### src/rtl/hdmi_info_frame_pkg.sv
// Shared types and constants for the HDMI InfoFrame builder.
package hdmi_info_frame_pkg;

    typedef enum logic [1:0] {
        IDLE = 2'd0,
        SUM  = 2'd1,
        PEND = 2'd2
    } state_e;

    localparam int MAX_PAYLOAD = 27;

    localparam logic [6:0] AVI   = 7'd2;
    localparam logic [6:0] SPD   = 7'd3;
    localparam logic [6:0] AUDIO = 7'd4;

endpackage

### src/rtl/info_frame_checksum_acc.sv
// Sequential mod-256 byte accumulator; the checksum output is its two's complement.
module info_frame_checksum_acc (
    input  logic       i_clk,
    input  logic       i_rst_n,
    input  logic       i_load,
    input  logic [7:0] i_load_val,
    input  logic       i_add,
    input  logic [7:0] i_add_val,
    output logic [7:0] o_checksum
);

    logic [7:0] r_acc;

    always_ff @(posedge i_clk or negedge i_rst_n) begin
        if (!i_rst_n) begin
            r_acc <= 8'd0;
        end else if (i_load) begin
            r_acc <= i_load_val;
        end else if (i_add) begin
            r_acc <= r_acc + i_add_val;
        end
    end

    assign o_checksum = 8'd0 - r_acc;

endmodule

### src/rtl/info_frame_builder.sv
// Double-buffered InfoFrame builder: software fills a shadow payload, commit checksums it,
// and the packet scheduler's swap strobe publishes it into the active buffer.
module info_frame_builder
    import hdmi_info_frame_pkg::*;
#(
    parameter logic [6:0] INFO_TYPE = 7'd3,
    parameter logic [7:0] VERSION   = 8'd1,
    parameter logic [4:0] LENGTH    = 5'd25
) (
    input  logic             clk_pixel,
    input  logic             reset_n,
    input  logic             wr_en,
    input  logic [4:0]       wr_addr,
    input  logic [7:0]       wr_data,
    output logic             wr_ready,
    input  logic             commit,
    input  logic             swap,
    output logic             pending,
    output logic             valid,
    output logic [23:0]      header,
    output logic [3:0][55:0] sub
);

    generate
        if (LENGTH < 5'd1 || int'(LENGTH) > MAX_PAYLOAD) begin : g_bad_length
            $error("info_frame_builder: LENGTH must be in 1..27");
        end
    endgenerate

    localparam logic [7:0] HB0     = {1'b1, INFO_TYPE};
    localparam logic [7:0] HB1     = VERSION;
    localparam logic [7:0] HB2     = {3'b000, LENGTH};
    localparam logic [7:0] HDR_SUM = HB0 + HB1 + HB2;

    state_e     r_state;
    state_e     w_next;
    logic [4:0] r_idx;
    logic [4:0] w_idx_next;
    logic       w_load;
    logic       w_add;
    logic       w_publish;
    logic       w_wr_ok;
    logic [7:0] w_checksum;
    logic       r_valid;

    // Index 0 and indices above LENGTH are never written, so they stay zero.
    logic [7:0] r_shadow [0:31];
    logic [7:0] r_active [0:MAX_PAYLOAD];

    assign header   = {HB2, HB1, HB0};
    assign wr_ready = (r_state == IDLE);
    assign pending  = (r_state == PEND);
    assign valid    = r_valid;
    assign w_wr_ok  = wr_en && (r_state == IDLE) && (wr_addr != 5'd0) && (wr_addr <= LENGTH);

    always_ff @(posedge clk_pixel or negedge reset_n) begin
        if (!reset_n) begin
            for (int i = 0; i < 32; i++) r_shadow[i] <= 8'd0;
        end else if (w_wr_ok) begin
            r_shadow[wr_addr] <= wr_data;
        end
    end

    always_ff @(posedge clk_pixel or negedge reset_n) begin
        if (!reset_n) begin
            r_state <= IDLE;
            r_idx   <= 5'd0;
        end else begin
            r_state <= w_next;
            r_idx   <= w_idx_next;
        end
    end

    // SUM spends LENGTH cycles adding bytes plus one closing cycle at index LENGTH+1.
    always_comb begin
        w_next     = r_state;
        w_idx_next = r_idx;
        w_load     = 1'b0;
        w_add      = 1'b0;
        w_publish  = 1'b0;
        case (r_state)
            IDLE: begin
                if (commit) begin
                    w_next     = SUM;
                    w_load     = 1'b1;
                    w_idx_next = 5'd1;
                end
            end
            SUM: begin
                if (r_idx == LENGTH + 5'd1) begin
                    w_next = PEND;
                end else begin
                    w_add      = 1'b1;
                    w_idx_next = r_idx + 5'd1;
                end
            end
            PEND: begin
                if (swap) begin
                    w_publish = 1'b1;
                    w_next    = IDLE;
                end
            end
            default: w_next = IDLE;
        endcase
    end

    info_frame_checksum_acc u_acc (
        .i_clk      (clk_pixel),
        .i_rst_n    (reset_n),
        .i_load     (w_load),
        .i_load_val (HDR_SUM),
        .i_add      (w_add),
        .i_add_val  (r_shadow[r_idx]),
        .o_checksum (w_checksum)
    );

    always_ff @(posedge clk_pixel or negedge reset_n) begin
        if (!reset_n) begin
            for (int i = 0; i <= MAX_PAYLOAD; i++) r_active[i] <= 8'd0;
            r_valid <= 1'b0;
        end else if (w_publish) begin
            r_active[0] <= w_checksum;
            for (int i = 1; i <= MAX_PAYLOAD; i++) r_active[i] <= r_shadow[i];
            r_valid <= 1'b1;
        end
    end

    always_comb begin
        sub = '0;
        for (int i = 0; i < 4; i++) begin
            for (int j = 0; j < 7; j++) begin
                sub[i][8*j +: 8] = r_active[7*i + j];
            end
        end
    end

endmodule

### config.mk
export PLATFORM = sky130hd
export DESIGN_NAME = info_frame_builder
export DESIGN_NICKNAME = d
export VERILOG_FILES = /design/src/rtl/hdmi_info_frame_pkg.sv /design/src/rtl/info_frame_checksum_acc.sv /design/src/rtl/info_frame_builder.sv
export SDC_FILE = /design/constraint.sdc
export NUM_CORES = 1
export LEC_CHECK = 0
export ABC_AREA = 1
export CAP_MARGIN = 30
export CELL_PAD_IN_SITES_DETAIL_PLACEMENT = 0
export CELL_PAD_IN_SITES_GLOBAL_PLACEMENT = 1
export CORE_ASPECT_RATIO = 1.1
export CORE_MARGIN = 8
export CORE_UTILIZATION = 42
export DETAILED_ROUTE_END_ITERATION = 8
export PLACE_DENSITY_LB_ADDON = 0.1
export SKIP_CTS_REPAIR_TIMING = 1
export SLEW_MARGIN = 20
export SYNTH_ARGS = -nofsm -noshare
export SYNTH_HDL_FRONTEND = slang
export SYNTH_SLANG_ARGS = --single-unit
### constraint.sdc
create_clock -name clk_pixel -period 3.5 [get_ports clk_pixel]
set_clock_uncertainty 0.1 [all_clocks]
set_input_delay 0.7 -clock clk_pixel [delete_from_list [all_inputs] [get_ports clk_pixel]]
set_output_delay 0.7 -clock clk_pixel [all_outputs]
set_load 0.02 [all_outputs]
==> impl_metrics.yaml, run 1 <==
run_status:
  outcome: "finished, final reports clean"
clock_network:
  cts_buffer_depth: 3
  insertion_delay_ns: 0.60
  cts.clk_slew.worst_paths_ns: 0.06
  cts_tree: "built"
  h-tree-depth: 2
  cts.sinks: 496
  cts_root_buf: "clkbuf_16"
  cts_made_buffers: 52
cells_and_area:
  drive_gt1_share_pct: 7.93
  area_delta_synth_final_pct: 24.7
  final_cell_area_um2: 26000
  diodes: 0
  final_core_util_pct: 53.0
  fin_nets: 2620
yosys:
  syn-cell-area_um2: 20800
  synth-edff-count: 0
  ys_seq_area_share_pct: 59.6
  synth.avg_cell_area_um2: 8.73
  postSynth.asyncResetShare_pct: 100
  yosysWarnings: 0
  synth_simple_gate_area_share_pct: 17.1
  synth_top_family_by_area: "simple AND/OR/NAND/NOR gates"
  synthMuxAreaShare_pct: 0
  synth_compound_area_share_pct: 14.1
  ys.flop_type: "dfrtp_1"
  synthCells: 2388
  synth.distinct_cells: 30
  synth_fa_ha_area_share_pct: 0.697
  synth_xor_area_share_pct: 0.210
  ys_ff_latch: 496
sta:
  setup_slack_ns: 0.147
  rsz0062_at_grt: "true"
  worst_slew_pin_slew_ns: 1.07
  finalCritPeriodShare_pct: 95.8
  min_period_ns: 3.35
  hold_violations: 0
  drv_slew: 0
  relSlewSlack_pct: 28.4
  tns_ns: 0
  finalSetupViolations: 0
  whs_ns: 0.270
  fmax_mhz: 298
placement:
  hpwl_um: 45100
  placed_area_um2: 24100
  gp_congestion: 0.898
  place.port_buffers: 244
  pre_cts_ws_ns: 0.107
setup_path:
  cp-startpoint: "r_idx[0]"
  cp_cell_sequence: "inv_6 -> buf_12 -> buf_4 -> o21ai_0 -> nand3_1 -> nand3_1 -> nand4_1 -> o31ai_1 -> inv_1 -> fa_1 -> a21oi_1 -> o21ai_0 -> nand2_1 -> nand2_1 -> nand2_1 -> nand2_1 -> or2_2 -> nand3_1 -> nand2_1"
  critPathSlowestCell: "dfrtp_4"
  crit_fanout: 13
  cpPeakStageDelay_ns: 0.52
  reg2reg_from: "r_idx[0]"
  crit_path_start_kind: "flip-flop"
  critPathArrivalTime_ns: 3.75
  crit_buf_inv: 4
  r2r_slack_ns: 0.15
  critPathRequiredTime_ns: 3.89
  cp_top_family: "simple AND/OR/NAND/NOR gates"
  crit_top_cell: "nand2_1"
  worstSetupEndpointType: "flip-flop"
  worstSetupPathType: "flip-flop to flip-flop"
grt:
  antenna_found_initial: 2
  grt_max_degree: 222
  grt_pass1_wl_um: 101000
  grt_pass1_vias: 16600
  grt-ovfl-total: 0
  grtUsageTotal_pct: 22.4
die:
  io_pins: 269
  die_w_um: 228
  die_area_um2: 57000
  die_h_um: 250
  initial_core_util_pct: 42.5
  fp-row-count: 85
  core-area_um2: 49000
drt:
  drt_wl_total_um: 65000
  wl_per_cell_um: 19.8
  vias: 16600
  drtPass1Iterations: 6
  antenna_left: 0
  vias_per_cell: 5.05
  drc: 0
  drt-initial-drc-count: 1304
job:
  cap_violations: 0
hold_path:
  hp-start: "r_shadow[19]"
  hp-class: "flip-flop to flip-flop"
pwr:
  switchingPower_mw: 8.93
  p_sw_share_pct: 37.8
  irDropWorstVdd_mv: 0.438
  p_per_area_nw_per_um2: 908
  leakagePower_nw: 12.3
  combPwrFrac_pct: 38.9
  power_frac_clock_pct: 24.9
  internal_power_mw: 14.7
  p_seq_share_pct: 36.2
## layout make-up
class | instances | area, um2
Clock buffer | 76 | 1560
Clock inverter | 22 | 280
Inverter | 172 | 654
Tap cell | 652 | 816
Sequential cell | 496 | 12400
Timing Repair Buffer | 347 | 3460
Fill cell | 4571 | 23000
Multi-Input combinational cell | 1522 | 6810
## sequential cells by signal, summed over array words and instances (netlist names)
register	flops
r_state	2
u_acc.r_acc	8
sub	224
valid	1
r_shadow	256
r_idx	5
## metrics by stage
step	std cells	total power [mW]
global route	3287	25.1
floorplan	2410	13.2
finish	3287	23.6
global placement	3186	17.6
CTS	3284	23.7
detailed placement	3186	17.8
## cell families after synthesis
group | after synthesis
AOI/OAI and AO/OA | 576
xor gates and xnor gates | 5
adders and majority gates | 11
buffers and inverters | 392
DFF | 496
other | 2
and+or+nand+nor | 906
## per-layer routing
layer	vias up	wire length (um)	GRT usage [%]
met5	-	23	0
met4	4	1740	6.49
met2	443	30000	35.8
met3	118	3560	4.46
li1	7998	-	-
met1	8052	29700	30.9
## power by group through the flow
stage	logic [mW]	registers, mW	clock network, mW
2_1_floorplan	3.69	9.55	0
3_3_place_gp	9.02	8.62	0
3_5_place_dp	9.14	8.63	0
4_1_cts	9.18	8.56	6.01
5_1_grt	10.1	8.75	6.23
6_report	9.18	8.54	5.88
## Yosys cell counts (2+ instances only)
master / count / area, um2
dfrtp_1: 496 / 12400
buf_2: 17 / 85.1
a21oi_1: 100 / 500
buf_4: 25 / 188
or2_2: 2 / 12.5
o22ai_1: 14 / 87.6
o21ai_0: 436 / 2180
o31ai_1: 5 / 37.5
ha_1: 10 / 125
nor3_1: 10 / 50.1
nand4_1: 7 / 43.8
a31oi_1: 4 / 25.0
buf_6: 18 / 203
nor2_1: 32 / 120
buf_1: 7 / 26.3
conb_1: 2 / 7.51
clkinv_1: 4 / 15.0
nand2_1: 773 / 2900
inv_1: 168 / 631
nor3_2: 3 / 30.0
o21ai_1: 16 / 80.1
clkbuf_1: 153 / 574
nand3_1: 76 / 380
xor2_1: 4 / 35.0
## placed cells by master, fill, tap and decap left out, types with 2 or more instances in the layout
master,instances
nand3_1,76
conb_1,24
nand4_1,7
o31ai_1,4
a21oi_1,100
nor3_1,10
buf_12,16
dfrtp_1,494
bufinv_16,6
or2_2,2
clkinvlp_4,2
clkbuf_16,55
xor2_1,4
clkinv_1,3
nand2_1,772
nor3_2,3
inv_6,4
clkdlybuf4s50_1,243
clkbuf_1,8
nor2_1,32
a31oi_1,3
buf_4,84
ha_1,10
inv_1,166
clkbuf_8,15
o21ai_1,17
o21ai_0,435
clkinv_2,11
o22ai_1,14
## final timing paths
kind	to	depth (start not counted)
max	u_acc.r_acc[6]	19
min	r_shadow[19]	0
max reg2reg	u_acc.r_acc[6]	19
min reg2reg	r_shadow[19]	0
max in group asynchronous	r_shadow[81]	3
min in group asynchronous	sub[41]	2
Power figures use the tool's default switching activity.
==> run 2, diff against run 1 <==
--- a/config.mk
+++ b/config.mk
@@ -9,13 +9,11 @@
 export CAP_MARGIN = 30
 export CELL_PAD_IN_SITES_DETAIL_PLACEMENT = 0
 export CELL_PAD_IN_SITES_GLOBAL_PLACEMENT = 1
-export CORE_ASPECT_RATIO = 1.1
 export CORE_MARGIN = 8
 export CORE_UTILIZATION = 42
 export DETAILED_ROUTE_END_ITERATION = 8
 export PLACE_DENSITY_LB_ADDON = 0.1
 export SKIP_CTS_REPAIR_TIMING = 1
-export SLEW_MARGIN = 20
 export SYNTH_ARGS = -nofsm -noshare
 export SYNTH_HDL_FRONTEND = slang
 export SYNTH_SLANG_ARGS = --single-unit
==> run 2 against run 1 <==
  * The flow now finishes with violations (negative hold slack)
  * Worst hold slack worse by 0.29 ns
  * Largest power group unchanged
  * Combinational power down 0.9%
  * Cell area down 0.45%
  * Final cell count down 0.27%
==> impl_metrics.yaml, run 2 (same netlist as run 1, synthesis figures left out) <==
placement:
  dp_cells: 3180
  gp_congestion: 0.858
  hpwl_um: 45600
  place.port_buffers: 244
  pre_cts_ws_ns: 0.184
clock_network:
  insertion_delay_ns: 0.60
  h-tree-depth: 2
  cts_tree: "built"
  cts_made_buffers: 53
  cts.sinks: 496
  cts_root_buf: "clkbuf_16"
  cts_buffer_depth: 3
  cts.clk_slew.worst_paths_ns: 0.07
die:
  die_w_um: 239
  die_h_um: 239
  io_pins: 269
  die_area_um2: 57000
  initial_core_util_pct: 42.6
  fp-row-count: 81
  core-area_um2: 49000
setup_path:
  worstSetupEndpointType: "flip-flop"
  crit_path_start_kind: "flip-flop"
  worstSetupPathType: "flip-flop to flip-flop"
  critPathRequiredTime_ns: 3.90
  crit_fanout: 21
  critPathArrivalTime_ns: 3.70
grt:
  grt_max_degree: 175
  antenna_found_initial: 0
  grt-ovfl-total: 0
  grtUsageTotal_pct: 22.8
  grt_pass1_wl_um: 101000
  grt_pass1_vias: 16500
drt:
  vias_per_cell: 5.05
  drtPass1Iterations: 5
  vias: 16500
  drt_wl_total_um: 65900
  wl_per_cell_um: 20.1
  drt-initial-drc-count: 1303
  drc: 0
  antenna_left: 0
cells_and_area:
  fin_nets: 2602
  drive_gt1_share_pct: 7.19
  diodes: 0
  max_flop_register: "r_shadow"
  final_common_cell: "nand2_1"
  largest_reg_flops: 256
  final_cell_mix: "772 x nand2_1, 494 x dfrtp_1, 435 x o21ai_0"
  fin_cells: 3278
  area_delta_synth_final_pct: 24.2
sta:
  fmax_mhz: 303
  setup_slack_ns: 0.195
  worst_slew_pin_slew_ns: 0.838
  drv_slew: 0
  relSlewSlack_pct: 44.1
  finalSetupViolations: 0
  finalCritPeriodShare_pct: 94.4
  min_period_ns: 3.30
  whs_ns: -0.0227
  hold_violations: 7
run_status:
  violations: "negative hold slack"
  outcome: "complete, but fails checks"
pwr:
  p_sw_share_pct: 37.9
  internal_power_mw: 14.7
  irDropWorstVdd_mv: 0.461
  switchingPower_mw: 8.96
  power_frac_clock_pct: 25.5
  p_per_area_nw_per_um2: 913
  p_seq_share_pct: 36.0
  combPwrFrac_pct: 38.5
  leakagePower_nw: 12.2
hold_path:
  hp-class: "primary input to asynchronous set/reset pin"
job:
  cap_violations: 0
[run 2: critical path, cell delays in order, from the launching register on]
cell and delay (ns):
dfrtp_4 0.52, inv_6 0.15, buf_12 0.18, a21oi_1 0.08
o21ai_0 0.08, nand3_1 0.09, nand3_1 0.13, nand4_1 0.13
o21ai_1 0.13, inv_1 0.07, ha_1 0.21, fa_1 0.38
a21oi_1 0.16, o21ai_0 0.13, nand2_1 0.10, nand2_1 0.06
nand2_1 0.05, nand2_1 0.06, or2_2 0.27, nand3_1 0.07
nand2_1 0.05
[run 2: routing by layer]
metal	up-vias	track usage, %	routed length [um]
met5	-	0	0
met4	0	6.10	1260
met3	73	4.05	3470
met2	406	37.3	31600
met1	8104	31.1	29600
li1	7960	-	-
[run 2: final timing paths]
check                             start        endpoint  slack [ns]  cells past startpoint
setup / recovery               r_idx[0]  u_acc.r_acc[6]        0.20                     20
hold / removal                  reset_n         sub[44]       -0.02                      1
setup reg to reg               r_idx[0]  u_acc.r_acc[6]        0.20                     20
hold reg to reg            r_shadow[13]    r_shadow[13]        0.27                      0
max in group asynchronous       reset_n         sub[14]        2.49                      2
min in group clk_pixel     r_shadow[13]    r_shadow[13]        0.27                      0
[run 2: area by class of cell]
cell class | instances | area, um2
clock buffers | 71 | 1530
clock inverters | 25 | 340
fillers | 4639 | 23100
inverters | 172 | 652
multi-input cells | 1522 | 6790
flip-flops and latches | 496 | 12400
well taps | 664 | 831
repair buffers | 328 | 3320
[run 2: power groups by stage]
stage                     combinational (mW)  clock (mW)  sequential, mW
after detailed placement                9.06           0            8.59
after CTS                               9.10        6.14            8.52
after global placement                  8.97           0            8.57
after floorplan                         3.69           0            9.55
final                                   9.10        6.02            8.51
after global routing                    9.99        6.37            8.71
[run 2: per-stage QoR]
step | setup TNS [ns] | utilization, % | instance area, um2 | power (mW) | hold WS (ns)
final | 0 | 52.9 | 25900 | 23.6 | -0.0227
after detailed placement | 0 | 48.9 | 23900 | 17.6 | 0.261
after global routing | -0.0149 | 52.9 | 25900 | 25.1 | 0.0117
after CTS | 0 | 52.7 | 25800 | 23.8 | -0.0160
after global placement | -10.55 | 48.8 | 23900 | 17.5 | 0.260
after floorplan | 0 | - | 20900 | 13.2 | 0.304
